### src/rtl/note_lane_dropper.sv
// Single-lane note dropper: spawns a scheduled series of falling notes, grades
// lane-key presses against a hit window, and keeps score and combo.
// Optional: define NOTE_LANE_PERFECT_EN to enable perfect grading (+2 and perfect_pulse).
module note_lane_dropper #(
  parameter int          X_POS       = 100,
  parameter int          Y_START     = 100,
  parameter int          Y_MAX       = 400,
  parameter int          NOTE_H      = 40,
  parameter int          SPEED       = 1,
  parameter int          HIT_LO      = 340,
  parameter int          PERF_LO     = 360,
  parameter int          PERF_HI     = 380,
  parameter logic [7:0]  LANE_KEY    = 8'h1a,
  parameter logic [7:0]  START_KEY   = 8'h2c,
  parameter logic [7:0]  RESTART_KEY = 8'h01,
  parameter int          NUM_SLOTS   = 4,
  parameter int          NUM_NOTES   = 4,
  parameter int          DELAY       = 10,
  parameter int          INTERVAL    = 50
) (
  input  logic                    frame_clk,
  input  logic                    Reset,
  input  logic [7:0]              keycode,
  input  logic [7:0]              keycode_second,
  output logic [9:0]              lane_x,
  output logic [10*NUM_SLOTS-1:0] note_y,
  output logic [NUM_SLOTS-1:0]    note_active,
  output logic                    hit_pulse,
  output logic                    perfect_pulse,
  output logic                    miss_pulse,
  output logic [7:0]              score,
  output logic [7:0]              combo,
  output logic                    done,
  output logic [1:0]              state_dbg
);

`ifdef NOTE_LANE_PERFECT_EN
  localparam bit PERF_EN = 1'b1;
`else
  localparam bit PERF_EN = 1'b0;
`endif

  typedef enum logic [1:0] {HALTED = 2'd0, PLAY = 2'd1, DONE = 2'd2} state_t;

  state_t                 state_q, state_d;
  logic [15:0]            cnt_q, cnt_d;
  logic [15:0]            next_spawn_q, next_spawn_d;
  logic [15:0]            idx_q, idx_d;
  logic [9:0]             y_q [NUM_SLOTS];
  logic [9:0]             y_d [NUM_SLOTS];
  logic [NUM_SLOTS-1:0]   act_q, act_d;
  logic                   hit_q, hit_d, perf_q, perf_d, miss_q, miss_d;
  logic [7:0]             score_q, score_d, combo_q, combo_d;
  logic                   done_q, done_d;
  logic                   lane_prev_q, lane_prev_d;

  logic                   lane_now, press, start_key, restart_key;
  logic [10:0]            bot [NUM_SLOTS];
  logic                   best_found, taken, free_found, in_perf;
  logic [10:0]            best_bot;
  logic [8:0]             sum9;

  always_comb begin
    state_d      = state_q;
    cnt_d        = cnt_q;
    next_spawn_d = next_spawn_q;
    idx_d        = idx_q;
    y_d          = y_q;
    act_d        = act_q;
    score_d      = score_q;
    combo_d      = combo_q;
    done_d       = done_q;
    hit_d        = 1'b0;
    perf_d       = 1'b0;
    miss_d       = 1'b0;
    best_found   = 1'b0;
    best_bot     = '0;
    taken        = 1'b0;
    free_found   = 1'b0;
    in_perf      = 1'b0;
    sum9         = '0;
    lane_now     = (keycode == LANE_KEY) || (keycode_second == LANE_KEY);
    start_key    = (keycode == START_KEY) || (keycode_second == START_KEY);
    restart_key  = (keycode == RESTART_KEY) || (keycode_second == RESTART_KEY);
    press        = lane_now & ~lane_prev_q;
    lane_prev_d  = lane_now;
    for (int i = 0; i < NUM_SLOTS; i++) bot[i] = {1'b0, y_q[i]} + 11'(NOTE_H);

    case (state_q)
      HALTED: begin
        cnt_d        = '0;
        next_spawn_d = 16'(DELAY);
        idx_d        = '0;
        act_d        = '0;
        score_d      = '0;
        combo_d      = '0;
        done_d       = 1'b0;
        for (int i = 0; i < NUM_SLOTS; i++) y_d[i] = 10'(Y_START);
        if (start_key) state_d = PLAY;
      end
      PLAY: begin
        // Grading uses start-of-frame slot contents only.
        for (int i = 0; i < NUM_SLOTS; i++) begin
          if (act_q[i]) begin
            if (bot[i] >= 11'(Y_MAX)) begin
              act_d[i] = 1'b0;
              y_d[i]   = 10'(Y_START);
              miss_d   = 1'b1;
            end else begin
              y_d[i] = y_q[i] + 10'(SPEED);
              if (bot[i] >= 11'(HIT_LO) && (!best_found || bot[i] > best_bot)) begin
                best_found = 1'b1;
                best_bot   = bot[i];
              end
            end
          end
        end
        in_perf = (best_bot >= 11'(PERF_LO)) && (best_bot < 11'(PERF_HI));
        if (press && best_found) begin
          hit_d  = 1'b1;
          perf_d = PERF_EN & in_perf;
          for (int i = 0; i < NUM_SLOTS; i++) begin
            if (!taken && act_q[i] && bot[i] == best_bot) begin
              taken    = 1'b1;
              act_d[i] = 1'b0;
              y_d[i]   = 10'(Y_START);
            end
          end
        end
        // Spawn looks at act_q so a slot freed this frame is not reused yet.
        if (idx_q < 16'(NUM_NOTES) && cnt_q == next_spawn_q) begin
          idx_d        = idx_q + 16'd1;
          next_spawn_d = next_spawn_q + 16'(INTERVAL);
          for (int i = 0; i < NUM_SLOTS; i++) begin
            if (!free_found && !act_q[i]) begin
              free_found = 1'b1;
              act_d[i]   = 1'b1;
              y_d[i]     = 10'(Y_START);
            end
          end
          if (!free_found) miss_d = 1'b1;
        end
        if (idx_q < 16'(NUM_NOTES)) cnt_d = cnt_q + 16'd1;
        sum9 = {1'b0, score_q} + (perf_d ? 9'd2 : 9'd1);
        if (hit_d) score_d = sum9[8] ? 8'hff : sum9[7:0];
        if (miss_d)                         combo_d = '0;
        else if (hit_d && combo_q != 8'hff) combo_d = combo_q + 8'd1;
        if (idx_d == 16'(NUM_NOTES) && act_d == '0) begin
          state_d = DONE;
          done_d  = 1'b1;
        end
      end
      DONE: begin
        if (restart_key) begin
          state_d = HALTED;
          score_d = '0;
          combo_d = '0;
          done_d  = 1'b0;
        end
      end
      default: state_d = HALTED;
    endcase
  end

  always_ff @(posedge frame_clk or posedge Reset) begin
    if (Reset) begin
      state_q      <= HALTED;
      cnt_q        <= '0;
      next_spawn_q <= 16'(DELAY);
      idx_q        <= '0;
      for (int i = 0; i < NUM_SLOTS; i++) y_q[i] <= 10'(Y_START);
      act_q        <= '0;
      hit_q        <= 1'b0;
      perf_q       <= 1'b0;
      miss_q       <= 1'b0;
      score_q      <= '0;
      combo_q      <= '0;
      done_q       <= 1'b0;
      lane_prev_q  <= 1'b0;
    end else begin
      state_q      <= state_d;
      cnt_q        <= cnt_d;
      next_spawn_q <= next_spawn_d;
      idx_q        <= idx_d;
      y_q          <= y_d;
      act_q        <= act_d;
      hit_q        <= hit_d;
      perf_q       <= perf_d;
      miss_q       <= miss_d;
      score_q      <= score_d;
      combo_q      <= combo_d;
      done_q       <= done_d;
      lane_prev_q  <= lane_prev_d;
    end
  end

  always_comb begin
    for (int i = 0; i < NUM_SLOTS; i++) note_y[10*i +: 10] = y_q[i];
  end

  assign lane_x        = 10'(X_POS);
  assign note_active   = act_q;
  assign hit_pulse     = hit_q;
  assign perfect_pulse = perf_q;
  assign miss_pulse    = miss_q;
  assign score         = score_q;
  assign combo         = combo_q;
  assign done          = done_q;
  assign state_dbg     = state_q;

endmodule

### config.mk
export PLATFORM = sky130hd
export DESIGN_NAME = note_lane_dropper
export DESIGN_NICKNAME = d
export VERILOG_FILES = /design/src/rtl/note_lane_dropper.sv
export SDC_FILE = /design/constraint.sdc
export NUM_CORES = 1
export LEC_CHECK = 0
export BUFFER_PORTS_ARGS = -buffer_cell sky130_fd_sc_hd__buf_2
export CORE_ASPECT_RATIO = 0.5
export CORE_MARGIN = 4
export CORE_UTILIZATION = 35
export CTS_BUF_LIST = sky130_fd_sc_hd__clkbuf_16
export DETAILED_ROUTE_END_ITERATION = 7
export GPL_ROUTABILITY_DRIVEN = 0
export GPL_TIMING_DRIVEN = 0
export RECOVER_POWER = 50
export SYNTH_ARGS = -nofsm -noshare
export SYNTH_HDL_FRONTEND = slang
export SYNTH_SLANG_ARGS = --single-unit
export TNS_END_PERCENT = 50
### constraint.sdc
create_clock -name frame_clk -period 8.1 [get_ports frame_clk]
set_input_delay 0.405 -clock frame_clk [delete_from_list [all_inputs] [get_ports frame_clk]]
set_output_delay 0.405 -clock frame_clk [all_outputs]
set_load 0.005 [all_outputs]
==> results.cfg <==
[finish]
sequential_cell_area_sq_mm = 0.00285
final_nets = 1412
syn2layout_area_growth_pct = 31.7
mostFrequentLayoutCells = 104 x nand2_1, 97 x dfrtp_1, 87 x buf_2, 80 x buf_4, 77 x nor2_1
drive_above_1_share = 0.289
mostFrequentLayoutCell = nand2_1
fillers = 2506
antenna-diode-count = 0
utilization = 0.470
multi_input_comb_area_sq_mm = 0.00691

[timing]
finalCriticalPeriod_ns = 8.54
slew_worst_pin_ns = 3.64
rsz0062_at_grt = yes
fmax_mhz = 117
fin_worst_skew_ns = 0.0175
worst_slack_ns = -0.435
maxSlewViolCount = 116
timing.final.crit_share = 1.05
worst_slew_margin_rel = -1.43
finalHoldViolCount = 0
final-setup-viol-count = 44

[clock_network]
cts_tree = yes
cts_inserted_buffers = 17
worstSkewPairLatency_ns = 0.42
clk_root_buf = clkbuf_16
number_of_h_tree_levels = 4
numClockSinks = 113
buffer_levels_on_the_longest_clock_path = 2
path_clk_slew_ns = 0.06

[global_routing]
global_route_wire_length_before_repair_mm = 50.9
use_met1 = 0.269
grt-ovfl-total = 0
grt.met3_usage = 0.0529
met2_usage = 0.342
groute.usage.overall = 0.209
grt_antenna_before_repair = 0
maximum_number_of_pins_on_one_net_before_global_route_repair = 66
first_global_vias = 9552
busiest_layer = met2

[synth]
mappedNetlistArea_sq_mm = 0.00950
async_reset_ff_frac = 1.00
ys_warn_count = 0
syn_avg_cell_area_sq_um = 8.33
ys_seq_elements = 113
syn_inst = 1141
seq_area_frac_synth = 0.299
synth_edf_count = 0
synth_top_flop_cell = dfrtp_1
synth.distinct_cells = 99

[floorplanning]
coreArea_sq_mm = 0.0266
initial_core_util = 0.357
top_level_ports = 94
die-area_sq_mm = 0.0300
die_width_um = 241
placementRows = 42
die_height_um = 125

[route]
firstDrtPassIters = 7
route.detailed.wl_per_inst_um = 19.5
vias_per_cell = 5.91
drt_iter0_drc = 1040
ant_nets = 0
totalWireLength_mm = 33.2
via_count = 10000
drc = 0

[worst_setup_path]
crit_path_end_kind = flop
worst-path-max-fanout = 9
crit_required_ns = 8.45
worst-setup-path-type = flop to flop
worst_path_max_delay_cell = dfrtp_2
max_stage_delay_ns = 0.45
critPathTopFamily = compound AO/OA/AOI/OAI gates
ff2ff_path_depth = 42
critPathArrivalTime_ns = 8.89
critical_path.n_buffers_inverters = 8
cp_startpoint_kind = flop
count_of_cell_instances_traversed_by_the_critical_path = 42

[power_and_ir_drop]
largest_vdd_supply_drop_uv = 155
finalPower_mw = 1.52
power_per_cell_area_mw_per_mm2 = 121
leakage_nw = 5.36

[run]
drv_cap = 2

[place]
detailed_place_hpwl_mm = 23.0
port_buffers = 82

[run_status]
run_status = complete, but fails checks
failed_checks = capacitance limit, slew limit, setup timing

[hold_path]
hold_wc_path_type = input port to flop
timing.hold.worst_path_depth = 3
path summary, 6_finish.rpt:
check | from | to | slack [ns]
max in group asynchronous | Reset | note_y[3]$_DFFE_PP0P_ | 3.15
min in group asynchronous | Reset | note_y[7]$_DFFE_PP0P_ | 0.52
worst min register to register | idx_q[11]$_DFFE_PP0P_ | idx_q[11]$_DFFE_PP0P_ | 0.48
worst min-delay path | keycode_second[1] | lane_prev_q$_DFF_PP0_ | 0.43
worst max register to register | note_y[3]$_DFFE_PP0P_ | note_y[22]$_DFFE_PP1P_ | -0.44
worst max-delay path | note_y[3]$_DFFE_PP0P_ | note_y[22]$_DFFE_PP1P_ | -0.44
per-stage QoR:
step	cells	hold WS (ns)	setup slack (ns)	area, sq um	TNS [ns]
CTS	1668	0.0240	-0.0387	11800	-0.0812
global placement	1590	0.460	-1.74	10400	-71.93
floorplan	1156	0.443	0.0772	9560	0
finish	1700	0.427	-0.435	12500	-12.03
global route	1700	0.415	-0.714	12500	-25.26
detailed placement	1592	0.467	-1.74	10400	-72.56
worst register-to-register path, delay by kind of cell (launching register included):
family	cells	cell delay, ns
flip-flops	1	0.45
AND/OR/NAND/NOR	10	1.81
AO/OA/AOI/OAI	20	4.03
adder cells (fa/ha/maj)	3	0.69
XOR/XNOR	1	0.11
buffers and inverters	8	1.37
synthesized netlist by cell type, types with 5 or more instances:
cell type  instances  area share
a211oi_1           6      0.0047
a21boi_0           5      0.0040
a21o_1            12      0.0095
a21oi_1           56       0.030
a22o_1            10      0.0092
a22oi_1            6      0.0047
a2bb2oi_1          5      0.0046
a31oi_1           24       0.016
and2_1            26       0.017
and3_1            18       0.012
buf_2             16      0.0084
buf_4             14       0.011
buf_6              5      0.0059
clkbuf_1          35       0.014
dfrtp_1           99        0.26
dfstp_2           14       0.039
ha_1              58       0.076
inv_1             50       0.020
mux2i_1            6      0.0063
nand2_1          110       0.043
nand3_1           48       0.025
nand4_1           35       0.023
nand4b_1           7      0.0065
nor2_1            82       0.032
nor2b_1           14      0.0092
nor3_1            31       0.016
nor4_1            14      0.0092
nor4b_1            5      0.0046
o211ai_1          14       0.011
o21a_1            10      0.0079
o21ai_0           77       0.041
o221ai_1           6      0.0055
o22ai_1           11      0.0072
o31ai_1           11      0.0087
or2_2              9      0.0059
or3_1             10      0.0066
xnor2_1           31       0.029
xor2_1            39       0.036
layer usage:
| layer | share of wire | wire length, um | up-vias |
|---|---|---|---|
| met5 | 0 | 0 | - |
| met4 | 0.045 | 1480 | 0 |
| met3 | 0.079 | 2630 | 142 |
| met2 | 0.47 | 15600 | 488 |
| met1 | 0.41 | 13400 | 4842 |
| li1 | - | - | 4568 |
power by group:
part           switching, mW  internal, mW  total [mW]
Sequential           0.00808         0.570       0.578
Combinational          0.113        0.0598       0.173
Clock                  0.287         0.481       0.768
Total                  0.408          1.11        1.52
area by class of cell:
cell class              count  area share
clock inverters            14      0.0132
flip-flops and latches    113       0.228
well taps                 352      0.0352
repair buffers            165      0.0890
multi-input cells         918       0.552
plain buffers              66      0.0308
inverters                  55      0.0181
clock buffers              17      0.0340
cell families (layout without fill, tap and decap cells):
group	count (synthesis)	in the layout	share of synthesized area
AO/OA/AOI/OAI	327	327	0.247
XOR/XNOR	73	73	0.0697
adder cells (fa/ha/maj)	58	58	0.0764
buffers and inverters	125	317	0.0610
flip-flops	113	113	0.299
multiplexers	10	10	0.0111
other	2	17	0.000790
AND/OR/NAND/NOR	433	433	0.234
registers in the layout, indices dropped and copies added (netlist names):
signal / cells
cnt_q: 16
combo: 8
done: 1
hit_pulse: 1
idx_q: 16
lane_prev_q: 1
miss_pulse: 1
next_spawn_q: 15
note_active: 4
note_y: 40
score: 8
state_dbg: 2
repair_timing:
action	in CTS	in global routing
hold buffers	0	0
gates cloned	1	1
pin swaps	54	57
buffers inserted	47	33
endpoints found under the setup margin	47	47
gates resized for setup	85	95
No activity file was read; power rests on OpenSTA's default activity.
